File: src/rtl/execute_pipe_if.sv
// ---------------------------------------------------------------------------
// execute_pipe_if -- bundle of the EX-stage operand and result signals.
//
// Parameter:
//   N            datapath width in bits
//
// Modports:
//   master  drives operands, forwarding selects and out_ready; observes
//           in_ready, the registered _M results, out_valid and busy
//           (the decode/hazard side and the memory stage together).
//   slave   the execute_pipe block itself.
//
// Signals:
//   in_valid / in_ready            operand handshake
//   AluSrc[1:0], AluControl[3:0]   B-operand select and ALU operation
//   op_mul                         multiply request
//   PC_E, signImm_E, readData1_E,
//   readData2_E, readData3_E       stage operands (N bits each)
//   fwdA, fwdB [1:0]               forwarding selects
//   fwd_mem, fwd_wb                forwarded values (N bits each)
//   out_valid / out_ready          result handshake
//   PCBranch_M, PCAbsBranch_M,
//   aluResult_M, writeData_M       registered results (N bits each)
//   zero_M                         registered zero flag
//   busy                           multiply in progress
// ---------------------------------------------------------------------------
interface execute_pipe_if #(
    parameter int N = 64
);
    logic         in_valid;
    logic         in_ready;
    logic [1:0]   AluSrc;
    logic [3:0]   AluControl;
    logic         op_mul;
    logic [N-1:0] PC_E;
    logic [N-1:0] signImm_E;
    logic [N-1:0] readData1_E;
    logic [N-1:0] readData2_E;
    logic [N-1:0] readData3_E;
    logic [1:0]   fwdA;
    logic [1:0]   fwdB;
    logic [N-1:0] fwd_mem;
    logic [N-1:0] fwd_wb;
    logic         out_valid;
    logic         out_ready;
    logic [N-1:0] PCBranch_M;
    logic [N-1:0] PCAbsBranch_M;
    logic [N-1:0] aluResult_M;
    logic [N-1:0] writeData_M;
    logic         zero_M;
    logic         busy;

    modport master (
        output in_valid, AluSrc, AluControl, op_mul,
        output PC_E, signImm_E, readData1_E, readData2_E, readData3_E,
        output fwdA, fwdB, fwd_mem, fwd_wb, out_ready,
        input  in_ready, out_valid, PCBranch_M, PCAbsBranch_M,
        input  aluResult_M, writeData_M, zero_M, busy
    );

    modport slave (
        input  in_valid, AluSrc, AluControl, op_mul,
        input  PC_E, signImm_E, readData1_E, readData2_E, readData3_E,
        input  fwdA, fwdB, fwd_mem, fwd_wb, out_ready,
        output in_ready, out_valid, PCBranch_M, PCAbsBranch_M,
        output aluResult_M, writeData_M, zero_M, busy
    );
endinterface

File: src/rtl/execute_pipe.sv
// ---------------------------------------------------------------------------
// execute_pipe -- EX stage of a pipelined core with an EX/MEM output register.
//
// Computes forwarded operands, the ALU result, the zero flag and the branch
// targets, and registers them behind a valid/ready handshake. Optionally
// contains an iterative shift-add multiplier (N cycles + 1 writeback cycle).
//
// Parameters:
//   N        datapath width in bits (N >= 8)
//   FWD_EN   1: forwarding muxes present; 0: fwdA/fwdB ignored (register file)
//
// Compile-time option:
//   EXECUTE_PIPE_MUL_EN   define to build the multiply FSM and datapath;
//                         when undefined op_mul is ignored and busy is 0.
//
// Ports:
//   clk     rising-edge clock
//   reset   asynchronous active-high reset
//   bus     execute_pipe_if.slave (operands, forwarding, results, handshake)
// ---------------------------------------------------------------------------
module execute_pipe #(
    parameter int N      = 64,
    parameter int FWD_EN = 1
) (
    input  logic          clk,
    input  logic          reset,
    execute_pipe_if.slave bus
);

    // -----------------------------------------------------------------------
    // Operand selection
    // -----------------------------------------------------------------------
    logic [N-1:0] op_a;       // forwarded A
    logic [N-1:0] op_b_pre;   // forwarded B before the AluSrc mux (store data)
    logic [N-1:0] op_b;       // ALU B input

    generate
        if (FWD_EN != 0) begin : g_fwd
            always_comb begin
                case (bus.fwdA)
                    2'b01:   op_a = bus.fwd_mem;
                    2'b10:   op_a = bus.fwd_wb;
                    default: op_a = bus.readData1_E;
                endcase
            end

            always_comb begin
                case (bus.fwdB)
                    2'b01:   op_b_pre = bus.fwd_mem;
                    2'b10:   op_b_pre = bus.fwd_wb;
                    default: op_b_pre = bus.readData2_E;
                endcase
            end
        end else begin : g_no_fwd
            logic unused_fwd;
            assign op_a       = bus.readData1_E;
            assign op_b_pre   = bus.readData2_E;
            assign unused_fwd = ^{bus.fwdA, bus.fwdB, bus.fwd_mem, bus.fwd_wb};
        end
    endgenerate

    always_comb begin
        case (bus.AluSrc)
            2'b00:   op_b = op_b_pre;
            2'b01:   op_b = bus.signImm_E;
            default: op_b = bus.readData3_E;
        endcase
    end

    // -----------------------------------------------------------------------
    // ALU
    // -----------------------------------------------------------------------
    logic [N-1:0] and_y;
    logic [N-1:0] or_y;
    logic [N-1:0] alu_y;
    logic [N-1:0] pc_branch;

    genvar gi;
    generate
        for (gi = 0; gi < N; gi++) begin : g_bitwise
            assign and_y[gi] = op_a[gi] & op_b[gi];
            assign or_y[gi]  = op_a[gi] | op_b[gi];
        end
    endgenerate

    always_comb begin
        alu_y = '0;
        case (bus.AluControl)
            4'b0000: alu_y = and_y;
            4'b0001: alu_y = or_y;
            4'b0010: alu_y = op_a + op_b;
            4'b0110: alu_y = op_a - op_b;
            4'b0111: alu_y = op_b;
            4'b1100: alu_y = ~or_y;
            default: alu_y = '0;
        endcase
    end

    assign pc_branch = bus.PC_E + (bus.signImm_E << 2);

    // -----------------------------------------------------------------------
    // Handshake
    // -----------------------------------------------------------------------
    logic         out_valid_reg;
    logic         busy_int;
    logic         in_ready_int;
    logic         transfer;
    logic         load_alu;     // single-cycle result loads the _M registers
    logic         load_mul;     // multiply result loads the _M registers
    logic [N-1:0] mul_result;
    logic [N-1:0] mul_pcb;
    logic [N-1:0] mul_pabs;
    logic [N-1:0] mul_wd;

    assign in_ready_int = !busy_int && (!out_valid_reg || bus.out_ready);
    assign transfer     = bus.in_valid && in_ready_int;

`ifdef EXECUTE_PIPE_MUL_EN
    // -----------------------------------------------------------------------
    // Multiply FSM: IDLE -> MUL (N shift-add steps) -> DONE (writeback)
    // -----------------------------------------------------------------------
    localparam int CW = $clog2(N);

    typedef enum logic [1:0] {
        IDLE = 2'd0,
        MUL  = 2'd1,
        DONE = 2'd2
    } state_t;

    state_t        state_reg;
    state_t        state_next;
    logic          mul_start;
    logic          mul_last;
    logic          done_load;
    logic [N-1:0]  mul_a_reg;
    logic [N-1:0]  mul_b_reg;
    logic [N-1:0]  mul_acc_reg;
    logic [N-1:0]  cap_pcb_reg;
    logic [N-1:0]  cap_pabs_reg;
    logic [N-1:0]  cap_wd_reg;
    logic [CW-1:0] count_reg;

    // A transfer can only complete in IDLE because busy blocks in_ready.
    assign mul_start = transfer && bus.op_mul;
    assign mul_last  = (count_reg == CW'(N - 1));

    always_ff @(posedge clk or posedge reset) begin
        if (reset) begin
            state_reg <= IDLE;
        end else begin
            state_reg <= state_next;
        end
    end

    always_comb begin
        state_next = state_reg;
        case (state_reg)
            IDLE:    if (mul_start) state_next = MUL;
            MUL:     if (mul_last) state_next = DONE;
            DONE:    if (!out_valid_reg || bus.out_ready) state_next = IDLE;
            default: state_next = IDLE;
        endcase
    end

    always_comb begin
        busy_int  = 1'b0;
        done_load = 1'b0;
        case (state_reg)
            MUL: begin
                busy_int = 1'b1;
            end
            DONE: begin
                busy_int  = 1'b1;
                done_load = !out_valid_reg || bus.out_ready;
            end
            default: begin
                busy_int  = 1'b0;
                done_load = 1'b0;
            end
        endcase
    end

    // Shift-add: A shifts left, B shifts right, add A when B's LSB is set.
    always_ff @(posedge clk or posedge reset) begin
        if (reset) begin
            mul_a_reg    <= '0;
            mul_b_reg    <= '0;
            mul_acc_reg  <= '0;
            count_reg    <= '0;
            cap_pcb_reg  <= '0;
            cap_pabs_reg <= '0;
            cap_wd_reg   <= '0;
        end else if (mul_start) begin
            mul_a_reg    <= op_a;
            mul_b_reg    <= op_b;
            mul_acc_reg  <= '0;
            count_reg    <= '0;
            cap_pcb_reg  <= pc_branch;
            cap_pabs_reg <= op_a;
            cap_wd_reg   <= op_b_pre;
        end else if (state_reg == MUL) begin
            if (mul_b_reg[0]) begin
                mul_acc_reg <= mul_acc_reg + mul_a_reg;
            end
            mul_a_reg <= mul_a_reg << 1;
            mul_b_reg <= mul_b_reg >> 1;
            count_reg <= count_reg + CW'(1);
        end
    end

    assign load_alu   = transfer && !bus.op_mul;
    assign load_mul   = done_load;
    assign mul_result = mul_acc_reg;
    assign mul_pcb    = cap_pcb_reg;
    assign mul_pabs   = cap_pabs_reg;
    assign mul_wd     = cap_wd_reg;
`else
    logic unused_op_mul;

    assign unused_op_mul = bus.op_mul;
    assign busy_int      = 1'b0;
    assign load_alu      = transfer;
    assign load_mul      = 1'b0;
    assign mul_result    = '0;
    assign mul_pcb       = '0;
    assign mul_pabs      = '0;
    assign mul_wd        = '0;
`endif

    // -----------------------------------------------------------------------
    // EX/MEM output register
    // -----------------------------------------------------------------------
    logic [N-1:0] pcb_reg;
    logic [N-1:0] pabs_reg;
    logic [N-1:0] alu_result_reg;
    logic [N-1:0] write_data_reg;
    logic         zero_reg;

    // A load is only possible when the register is empty or draining, so the
    // outputs hold automatically while stalled.
    always_ff @(posedge clk or posedge reset) begin
        if (reset) begin
            pcb_reg        <= '0;
            pabs_reg       <= '0;
            alu_result_reg <= '0;
            write_data_reg <= '0;
            zero_reg       <= 1'b0;
            out_valid_reg  <= 1'b0;
        end else if (load_alu) begin
            pcb_reg        <= pc_branch;
            pabs_reg       <= op_a;
            alu_result_reg <= alu_y;
            write_data_reg <= op_b_pre;
            zero_reg       <= (alu_y == '0);
            out_valid_reg  <= 1'b1;
        end else if (load_mul) begin
            pcb_reg        <= mul_pcb;
            pabs_reg       <= mul_pabs;
            alu_result_reg <= mul_result;
            write_data_reg <= mul_wd;
            zero_reg       <= (mul_result == '0);
            out_valid_reg  <= 1'b1;
        end else if (bus.out_ready) begin
            out_valid_reg  <= 1'b0;
        end
    end

    assign bus.in_ready      = in_ready_int;
    assign bus.out_valid     = out_valid_reg;
    assign bus.busy          = busy_int;
    assign bus.PCBranch_M    = pcb_reg;
    assign bus.PCAbsBranch_M = pabs_reg;
    assign bus.aluResult_M   = alu_result_reg;
    assign bus.writeData_M   = write_data_reg;
    assign bus.zero_M        = zero_reg;

endmodule
File: src/flat_wrapper.sv
// flat-port wrapper written by rule: the top's interface ports become plain ports
module execute_pipe_flat 
#(
    parameter int N      = 64,
    parameter int FWD_EN = 1
)
  (clk, reset, bus_in_valid, bus_AluSrc, bus_AluControl, bus_op_mul, bus_PC_E, bus_signImm_E, bus_readData1_E, bus_readData2_E, bus_readData3_E, bus_fwdA, bus_fwdB, bus_fwd_mem, bus_fwd_wb, bus_out_ready, bus_in_ready, bus_out_valid, bus_PCBranch_M, bus_PCAbsBranch_M, bus_aluResult_M, bus_writeData_M, bus_zero_M, bus_busy);
  execute_pipe_if #(.N(N)) bus_i ();
  input  logic clk;
  input  logic reset;
  input wire logic [$bits(bus_i.in_valid)-1:0] bus_in_valid;
  input wire logic [$bits(bus_i.AluSrc)-1:0] bus_AluSrc;
  input wire logic [$bits(bus_i.AluControl)-1:0] bus_AluControl;
  input wire logic [$bits(bus_i.op_mul)-1:0] bus_op_mul;
  input wire logic [$bits(bus_i.PC_E)-1:0] bus_PC_E;
  input wire logic [$bits(bus_i.signImm_E)-1:0] bus_signImm_E;
  input wire logic [$bits(bus_i.readData1_E)-1:0] bus_readData1_E;
  input wire logic [$bits(bus_i.readData2_E)-1:0] bus_readData2_E;
  input wire logic [$bits(bus_i.readData3_E)-1:0] bus_readData3_E;
  input wire logic [$bits(bus_i.fwdA)-1:0] bus_fwdA;
  input wire logic [$bits(bus_i.fwdB)-1:0] bus_fwdB;
  input wire logic [$bits(bus_i.fwd_mem)-1:0] bus_fwd_mem;
  input wire logic [$bits(bus_i.fwd_wb)-1:0] bus_fwd_wb;
  input wire logic [$bits(bus_i.out_ready)-1:0] bus_out_ready;
  output wire logic [$bits(bus_i.in_ready)-1:0] bus_in_ready;
  output wire logic [$bits(bus_i.out_valid)-1:0] bus_out_valid;
  output wire logic [$bits(bus_i.PCBranch_M)-1:0] bus_PCBranch_M;
  output wire logic [$bits(bus_i.PCAbsBranch_M)-1:0] bus_PCAbsBranch_M;
  output wire logic [$bits(bus_i.aluResult_M)-1:0] bus_aluResult_M;
  output wire logic [$bits(bus_i.writeData_M)-1:0] bus_writeData_M;
  output wire logic [$bits(bus_i.zero_M)-1:0] bus_zero_M;
  output wire logic [$bits(bus_i.busy)-1:0] bus_busy;
  assign bus_i.in_valid = bus_in_valid;
  assign bus_i.AluSrc = bus_AluSrc;
  assign bus_i.AluControl = bus_AluControl;
  assign bus_i.op_mul = bus_op_mul;
  assign bus_i.PC_E = bus_PC_E;
  assign bus_i.signImm_E = bus_signImm_E;
  assign bus_i.readData1_E = bus_readData1_E;
  assign bus_i.readData2_E = bus_readData2_E;
  assign bus_i.readData3_E = bus_readData3_E;
  assign bus_i.fwdA = bus_fwdA;
  assign bus_i.fwdB = bus_fwdB;
  assign bus_i.fwd_mem = bus_fwd_mem;
  assign bus_i.fwd_wb = bus_fwd_wb;
  assign bus_i.out_ready = bus_out_ready;
  assign bus_in_ready = bus_i.in_ready;
  assign bus_out_valid = bus_i.out_valid;
  assign bus_PCBranch_M = bus_i.PCBranch_M;
  assign bus_PCAbsBranch_M = bus_i.PCAbsBranch_M;
  assign bus_aluResult_M = bus_i.aluResult_M;
  assign bus_writeData_M = bus_i.writeData_M;
  assign bus_zero_M = bus_i.zero_M;
  assign bus_busy = bus_i.busy;
  execute_pipe #(.N(N), .FWD_EN(FWD_EN)) u_core (.clk(clk), .reset(reset), .bus(bus_i));
endmodule
File: config.mk
export PLATFORM = sky130hd
export DESIGN_NAME = execute_pipe_flat
export DESIGN_NICKNAME = d
export VERILOG_FILES = /design/src/rtl/execute_pipe_if.sv /design/src/rtl/execute_pipe.sv /design/src/flat_wrapper.sv
export SDC_FILE = /design/constraint.sdc
export NUM_CORES = 1
export LEC_CHECK = 0
export ABC_AREA = 1
export CORE_MARGIN = 2
export CORE_UTILIZATION = 35
export CTS_CLUSTER_DIAMETER = 150
export CTS_CLUSTER_SIZE = 8
export DETAILED_ROUTE_END_ITERATION = 12
export SLEW_MARGIN = 20
export SYNTH_ARGS = -nofsm -noshare
export SYNTH_HDL_FRONTEND = slang
export SYNTH_SLANG_ARGS = --single-unit
File: constraint.sdc
create_clock -name clk -period 15.4 [get_ports clk]
set_clock_uncertainty 0.2 [all_clocks]
set_input_delay 2.31 -clock clk [delete_from_list [all_inputs] [get_ports clk]]
set_output_delay 2.31 -clock clk [all_outputs]
set_load 0.05 [all_outputs]
* After elaboration in Yosys (flattened, before gate mapping)
Cells that the tools add are included.
** Word-level totals
- Bits in registers :: 258
- Bits in latches :: 0
- RAM bits :: 0
- Bits in read-only memories :: 0
- Input port bits :: 463
- Output and inout port bits :: 260
- Word-level logic and storage cells :: 161
- Memories kept :: 0
** Operators by class
- Add/sub/neg operators :: 3
- Multipliers :: 0
- Div/mod/pow operators :: 0
- Order comparisons :: 0
- Eq/ne operators :: 10
- Shift operators :: 0
- Mux-type cells :: 6
- Bitwise operators :: 129
- Reduce and logical (&&, ||, !) cells :: 7
** Operators with widths (number)
- $pmux 64 s2 :: 3
- $pmux 64 s6 :: 1
- $add 64x64->64 :: 2
- $and 1x1->1 :: 64
- $logic_not 64->1 :: 1
- $not 64->64 :: 1
- $or 1x1->1 :: 64
- $sub 64x64->64 :: 1
- $eq 4x3->1 const B :: 2
- $eq 2x1->1 const B :: 3
- $eq 2x2->1 const B :: 2
- $eq 4x1->1 const B :: 1
- $eq 4x2->1 const B :: 1
- $eq 4x4->1 const B :: 1
- $logic_not 4->1 :: 1
- $logic_not 2->1 :: 1
- $mux 1 :: 2
- $reduce_bool 2->1 :: 1
- $logic_and 1x1->1 :: 1
- $logic_not 1->1 :: 1
- $logic_or 1x1->1 :: 1

* Depth between registers and ports, before layout
Gate-level depths: netlist of run 1.
- Depth after elaboration :: 7
- Gate-level depth with buffers :: 40
- Depth with buffers taken out :: 39

* Worst setup path after synthesis of run 1
OpenSTA, ideal clock, no wires.
- Path kind :: input -> register
- Start :: input bus_fwdB[0]
- End :: register u_core.zero_reg, in the netlist u_core.bus.zero_M
- Library setup time :: 0.066 ns
- Data arrival time :: 6.200 ns
- Required time :: 15.134 ns
- Path slack :: 8.934 ns
- Cell stages on the path :: 35
- Buffers on the path :: 1
- Path through :: inv_1 -> ha_1 -> inv_2 -> buf_6 -> nand3_1 -> o21ai_0 -> nand2_1 -> nand2_2 -> ha_1 -> nand2_1 -> nor2_4 -> nand4_4 -> nor2_4 -> nand2_2 -> nor2_2 -> nand2_2 -> nor2_4 -> nand2_2 -> nand2_2 -> o21ai_2 -> xor2_1 -> ha_1 -> a21o_1 -> o21bai_1 -> a21oi_1 -> o21ai_0 -> a21oi_1 -> nand2_1 -> o21ai_0 -> nand3b_1 -> nor2_1 -> nand3_1 -> nor2_1 -> nand2_1 -> nand2_1
** On the way
- Cells in the longest elaborated chain, start to end :: 7
- Elaborated cells between the ends (all ways) :: 137
- Classes of those cells :: 2 x add/sub; 2 x eq/ne; 3 x mux; 129 x bitwise; 1 x reduce/logical
** RTL lines
- from (decl) :: RTL line flat_wrapper.sv:21 : input wire logic [$bits(bus_i.fwdB)-1:0] bus_fwdB;
- $eq 2x2->1 / $eq 2x1->1 (equally long branches) :: RTL line execute_pipe.sv:48 : case (bus.fwdB)
- $pmux 64 s2 (*) :: RTL line execute_pipe.sv:48
- $pmux 64 s2 (*) :: RTL line execute_pipe.sv:63 : case (bus.AluSrc)
- branches (longest 2 deep; another with $sub 64x64->64)
- $pmux 64 s6 (*) :: RTL line execute_pipe.sv:88 : case (bus.AluControl)
- $logic_not 64->1 (*) :: RTL line execute_pipe.sv:254 : zero_reg <= (alu_y == '0);
- to (signal assigned) :: RTL line execute_pipe.sv:254
- to (signal assigned) :: RTL line execute_pipe.sv:261 : zero_reg <= (mul_result == '0);
- to (decl) :: RTL line execute_pipe.sv:237 : logic zero_reg;
Mark *: on every way between the ends.
A chain may end at the register's enable or synchronous reset.

* Worst setup path in the final report of run 1
- Start :: input bus_fwdB[1]
- End :: register u_core.zero_reg, in the netlist u_core.bus.zero_M
The elaborated chain is that of the path after synthesis.

==> impl_metrics.env, run 1 <==
export IMPL_worstHoldPathType="flip-flop to flip-flop"
export IMPL_netlist_top_cells_area="dfrtp_1, nand2_1, o21ai_0, inv_1, ha_1"
export IMPL_finalNetCount=5780
export IMPL_mappedNetlistArea_um2=27000
export IMPL_post_synthesis_net_count=5136
export IMPL_tritoncts="yes"
export IMPL_slew_limit_headroom_pct=17.8
export IMPL_gp_routability_congestion=1.01
export IMPL_dpl_hpwl_mm=127
export IMPL_clock_fmax_ghz=0.112
export IMPL_synthToLayoutAreaGrowth_pct=34.0
export IMPL_detail_route_drc_violations=0
export IMPL_core_area_um2=76200
export IMPL_cp_start_kind="primary input"
export IMPL_worst_pin_slew_ps=1220
export IMPL_rsz0062_at_grt="no"
export IMPL_routed_wl_mm=153
export IMPL_top_usage_layer="met2"
export IMPL_use_met3_pct=8.82
export IMPL_cts_resized_gates=0
export IMPL_async_reset_ff_share_pct=100
export IMPL_yosys_area_top_type_share_pct=23.9
export IMPL_num_vias=33500
export IMPL_std_cell_rows=101
export IMPL_drv_cap=0
export IMPL_cell_with_the_most_instances_on_the_worst_path="nand2_1"
export IMPL_crit_path_end_kind="flip-flop"
export IMPL_synthCells=4526
export IMPL_crit_required_ps=15700
export IMPL_first_global_vias=31000
export IMPL_cellLeakagePower_nw=17.5
export IMPL_worst_path_dominant_cell_family="simple AND/OR/NAND/NOR gates"
export IMPL_dieWidth_um=282
export IMPL_antenna_found_initial=20
export IMPL_worstPathMaxFanout=45
export IMPL_fp_dieArea_um2=79400
export IMPL_synth_seq_cells=258
export IMPL_grtUsageMet1_pct=54.4
export IMPL_count_of_filler_cells_inserted_in_the_layout=8140
export IMPL_power_density_nw_per_um2=107
export IMPL_vias_per_cell=5.40
export IMPL_cts_root_to_sink_buffers=3
export IMPL_drt_iter0_drc=3898
export IMPL_io_buffer_count=720
export IMPL_post_synth_top_area_cell="dfrtp_1"
export IMPL_seq_area_frac_synth_pct=23.9
export IMPL_postRouteAntennaNets=0
export IMPL_grt_first_pass_wirelength_mm=216
export IMPL_clock_latency_ps=580
export IMPL_vdd_drop_max_mv=0.0694
export IMPL_final_max_slew_violation_count=0
export IMPL_grtUsageMet2_pct=55.4
export IMPL_setup_viol_count_final=0
export IMPL_tns_ps=0
export IMPL_synth_edf_count=0
export IMPL_syn_area_per_cell_um2=5.97
export IMPL_global_route_usage_total_pct=37.5
export IMPL_status="finished clean"
export IMPL_layout_worst_path_cycle_share_pct=58.0
export IMPL_timing_hold_ws_ps=274
export IMPL_start_util_pct=35.4
export IMPL_synthMostInstantiatedCell="nand2_1"
export IMPL_post_route_cells_drive_above_1_share_pct=3.63
export IMPL_synthesis_yosys_warnings=0
export IMPL_layout_min_cycle_time_ps=8930
export IMPL_synth_flop_cell="dfrtp_1"
export IMPL_die_height_um=282
export IMPL_cts_inserted_buffers=38
export IMPL_post_cts_repair_setup_buffers=0
export IMPL_final_hold_violation_count=0
export IMPL_synth_common_cells="nand2_1, inv_1, o21ai_0"
export IMPL_htree_levels=2
export IMPL_slowest_stage="clkdlybuf4s50_1"
export IMPL_wire_per_inst_um=24.6
export IMPL_fin_total_pwr_w=0.00388
export IMPL_cp_slowest_stage_delay_ps=500
export IMPL_ctsRootBufferMaster="clkbuf_16"
export IMPL_crit_type="primary input to flip-flop"
export IMPL_cp_data_arrival_time_ps=9230
export IMPL_dr_pass1_iters=8
export IMPL_top_level_ports=723
export IMPL_grt_max_degree=203
export IMPL_clkSlewWorstSetupHoldPaths_ps=50
export IMPL_grt_remaining_overflow=0
export IMPL_netlist_cell_type_count=56
export IMPL_critical_path_n_buffers_inverters=5
export IMPL_clock_sink_count=258
export IMPL_cts_hold_buffers=0
[worst paths after layout]
| path | start | endpoint | slack (ps) | cells after the start |
|---|---|---|---|---|
| worst min register to register | u_core.bus.aluResult_M[32] | u_core.bus.aluResult_M[32] | 270 | 2 |
| min in group asynchronous | reset | u_core.bus.writeData_M[4] | 1940 | 2 |
| worst max register to register | u_core.bus.out_valid | u_core.bus.writeData_M[19] | 12080 | 6 |
| worst max-delay path | bus_fwdB[1] | u_core.bus.zero_M | 6470 | 39 |
| worst min-delay path | u_core.bus.aluResult_M[32] | u_core.bus.aluResult_M[32] | 270 | 2 |
| max in group asynchronous | reset | u_core.bus.PCBranch_M[59] | 10800 | 4 |
[worst register-to-register path, cell delays in order, from the launching register on]
cell,delay [ps]
dfrtp_1,370
nand2_1,160
nand2_4,300
inv_4,720
buf_4,720
nand3_1,590
nand2_1,170
[cells in the final DEF, fill, tap and decap left out, drive strengths merged, types with 2 or more instances in the layout]
cell type / count
nand2: 1507
nor4: 10
o21ai: 490
o211ai: 21
dfrtp: 258
o31ai: 13
clkbuf: 39
o21bai: 10
clkinv: 3
a221oi: 16
nor2: 391
a21boi: 7
or2: 41
a21o: 12
a211oi: 2
a31oi: 72
diode: 13
a21oi: 185
fa: 2
nor3: 29
nand4: 52
inv: 565
o22ai: 8
and2: 6
a221o: 5
xor2: 80
nand3b: 22
and3: 3
o21a: 8
a22o: 13
nand3: 362
xnor2: 18
buf: 53
ha: 145
clkdlybuf4s50: 719
[through the flow]
step | instance area, um^2 | utilization, % | instances | setup WS, ps
after CTS | 36100 | 47.4 | 6202 | 6720
after detailed placement | 35100 | 46.1 | 6160 | 6160
final | 36200 | 47.5 | 6215 | 6470
after global routing | 36200 | 47.4 | 6210 | 6100
after global placement | 35100 | 46.1 | 6160 | 6180
after floorplan | 27000 | - | 4526 | 5790
[logic make-up (layout without fill, tap and decap cells)]
group	after synthesis	in the layout	synth area share (%)
simple gates	2424	2424	37.4
xor+xnor	98	98	3.18
flops	258	258	23.9
other cells	1	14	0.0139
fa+ha+maj	147	147	6.87
compound gates	865	865	17.7
buf+inv	733	1379	10.9
[area by class of cell]
type | instances | area [um^2] | area share, %
antenna | 13 | 32.5 | 0.0899
clock buffer | 39 | 976 | 2.70
clock inverter | 3 | 41.3 | 0.114
inverter | 565 | 2140 | 5.91
multi-input combinational | 3535 | 17600 | 48.7
sequential | 258 | 6460 | 17.9
tap | 1030 | 1290 | 3.56
timing repair buffer | 772 | 7600 | 21.0
[power breakdown]
part           switching (W)  total, W  internal (W)
Sequential         0.0000815  0.000887      0.000806
Combinational        0.00152   0.00220      0.000678
Clock               0.000346  0.000793      0.000446
[metal layers]
metal,wire (um),share of wire (%)
met5,46,0.030
met4,4250,2.8
met3,16100,11
met2,63800,42
met1,68900,45
Power figures use the tool's default switching activity.
==> run 2, diff against run 1 <==
==> constraint.sdc (replaced) <==
create_clock -name clk -period 7.9 [get_ports clk]
set_clock_uncertainty 0.2 [all_clocks]
set_input_delay 1.185 -clock clk [delete_from_list [all_inputs] [get_ports clk]]
set_output_delay 1.185 -clock clk [all_outputs]
set_load 0.05 [all_outputs]
==> impl_metrics.env, run 2 (synthesis gave the netlist of run 1 again) <==
export IMPL_status="finished clean"
export IMPL_clock_fmax_ghz=0.140
export IMPL_tns_ps=0
export IMPL_slowest_stage="clkdlybuf4s50_1"
export IMPL_cp_data_arrival_time_ps=7430
export IMPL_slew_limit_headroom_pct=22.0
export IMPL_cts_resized_gates=0
export IMPL_count_of_filler_cells_inserted_in_the_layout=8079
export IMPL_clock_latency_ps=560
export IMPL_std_cell_rows=101
export IMPL_antenna_found_initial=20
export IMPL_number_of_cells_on_the_worst_hold_path=2
export IMPL_worstPathMaxFanout=36
export IMPL_ff2ff_path_depth=5
export IMPL_clock_sink_count=258
export IMPL_dr_pass1_iters=6
export IMPL_cell_with_the_most_instances_on_the_worst_path="nand2_1"
export IMPL_timing_rr_start="u_core.bus.out_valid"
export IMPL_finalCoreUtilization_pct=47.8
export IMPL_routed_wl_mm=153
export IMPL_drv_cap=0
export IMPL_finalNetCount=5810
export IMPL_dpl_hpwl_mm=129
export IMPL_commonest_non_fill_non_tap_cell_in_the_layout="nand2_1"
export IMPL_grt_first_pass_wirelength_mm=216
export IMPL_wire_per_inst_um=24.6
export IMPL_cp_slowest_stage_delay_ps=480
export IMPL_detail_route_drc_violations=0
export IMPL_global_route_usage_total_pct=37.6
export IMPL_synthToLayoutAreaGrowth_pct=34.8
export IMPL_final_max_slew_violation_count=0
export IMPL_grt_max_degree=137
export IMPL_crit_reg2reg_capture="u_core.bus.writeData_M[62]"
export IMPL_critical_path_n_buffers_inverters=5
export IMPL_cts_inserted_buffers=38
export IMPL_postRouteAntennaNets=0
export IMPL_io_buffer_count=720
export IMPL_top_level_ports=723
export IMPL_crit_required_ps=8200
export IMPL_worst_pin_slew_ps=1160
export IMPL_core_area_um2=76200
export IMPL_worstHoldPathType="flip-flop to flip-flop"
export IMPL_power_density_nw_per_um2=208
export IMPL_vdd_drop_max_mv=0.124
export IMPL_timing_hold_worst_endpoint="u_core.bus.aluResult_M[15]"
export IMPL_htree_levels=2
export IMPL_grt_remaining_overflow=0
export IMPL_ctsRootBufferMaster="clkbuf_16"
export IMPL_multi_input_comb_area_um2=17600
export IMPL_stdcell_area_um2=36400
export IMPL_crit_type="primary input to flip-flop"
export IMPL_vias_per_cell=5.40
export IMPL_start_util_pct=35.4
export IMPL_first_global_vias=31100
export IMPL_layout_worst_path_cycle_share_pct=90.3
export IMPL_layout_min_cycle_time_ps=7130
export IMPL_area_sequential_um2=6460
export IMPL_rsz0062_at_grt="no"
export IMPL_post_route_cells_drive_above_1_share_pct=4.17
export IMPL_die_height_um=282
export IMPL_fp_dieArea_um2=79400
export IMPL_mostFrequentLayoutCells="nand2_1, clkdlybuf4s50_1, inv_1"
export IMPL_cts_root_to_sink_buffers=3
export IMPL_setup_viol_count_final=0
export IMPL_gp_routability_congestion=1.02
export IMPL_worst_path_dominant_cell_family="simple AND/OR/NAND/NOR gates"
export IMPL_min_delay_start="u_core.bus.aluResult_M[15]"
export IMPL_num_vias=33700
export IMPL_post_cts_repair_setup_buffers=0
export IMPL_final_hold_violation_count=0
export IMPL_cellLeakagePower_nw=17.6
export IMPL_cts_hold_buffers=0
export IMPL_dieWidth_um=282
export IMPL_clkSlewWorstSetupHoldPaths_ps=50
export IMPL_tritoncts="yes"
export IMPL_crit_path_end_kind="flip-flop"
export IMPL_cp_start_kind="primary input"
export IMPL_placed_cell_areas_um2=35400
export IMPL_worst_r2r_setup_slack_ps=5330
export IMPL_drt_iter0_drc=3921
run 2: cell count changes in the layout (fill, tap and decap cells not counted), sizes merged:
cell	previous run	this run
diode	13	9
buf	53	83
inv	565	564
clkinv	3	2
clkinvlp	0	1
run 2: area by class of cell:
type | instances | share of cell area (%)
Clock inverter | 2 | 0.0481
Timing Repair Buffer | 802 | 21.6
Multi-Input combinational cell | 3535 | 48.4
Inverter | 565 | 5.86
Tap cell | 1030 | 3.54
Sequential cell | 258 | 17.7
Antenna cell | 9 | 0.0619
Clock buffer | 39 | 2.68
run 2: worst max path at each step:
stage                      startpoint           endpoint  slack [ps]  cells past startpoint
after floorplan           bus_fwdB[0]  u_core.bus.zero_M        2560                     35
after global placement    bus_fwdB[0]  u_core.bus.zero_M         360                     39
after detailed placement  bus_fwdB[0]  u_core.bus.zero_M         320                     37
after CTS                 bus_fwdB[0]  u_core.bus.zero_M         910                     39
after global routing      bus_fwdB[0]  u_core.bus.zero_M         230                     38
final                     bus_fwdB[0]  u_core.bus.zero_M         770                     37
run 2: report_power, final:
part / internal [W] / switching, W
combinational: 0.00134 / 0.00297
clock: 0.000866 / 0.000666
sequential: 0.00157 / 0.000171
total: 0.00378 / 0.00381
run 2: routing by layer:
metal / GRT usage (%) / wire [um] / up-vias
met5: 0 / 144 / -
met4: 9.92 / 4670 / 22
met3: 9.65 / 16800 / 222
met2: 55.5 / 64300 / 1659
met1: 54.0 / 67500 / 15800
li1: - / - / 16000
run 2: per-stage QoR:
stage / power, W / cells / hold slack (ps) / worst slack [ps]
after floorplan: 0.00423 / 4526 / 560 / 2560
after global placement: 0.00597 / 6190 / 262 / 364
after global routing: 0.00795 / 6235 / 301 / 234
final: 0.00758 / 6240 / 277 / 766
after CTS: 0.00753 / 6231 / 283 / 906
after detailed placement: 0.00597 / 6190 / 265 / 320
run 2: worst reg2reg max path, delay by kind of cell (launching register included):
kind | cells | cell delay, ps
buf+inv | 2 | 1370
flops | 1 | 350
compound gates | 1 | 270
simple gates | 2 | 210
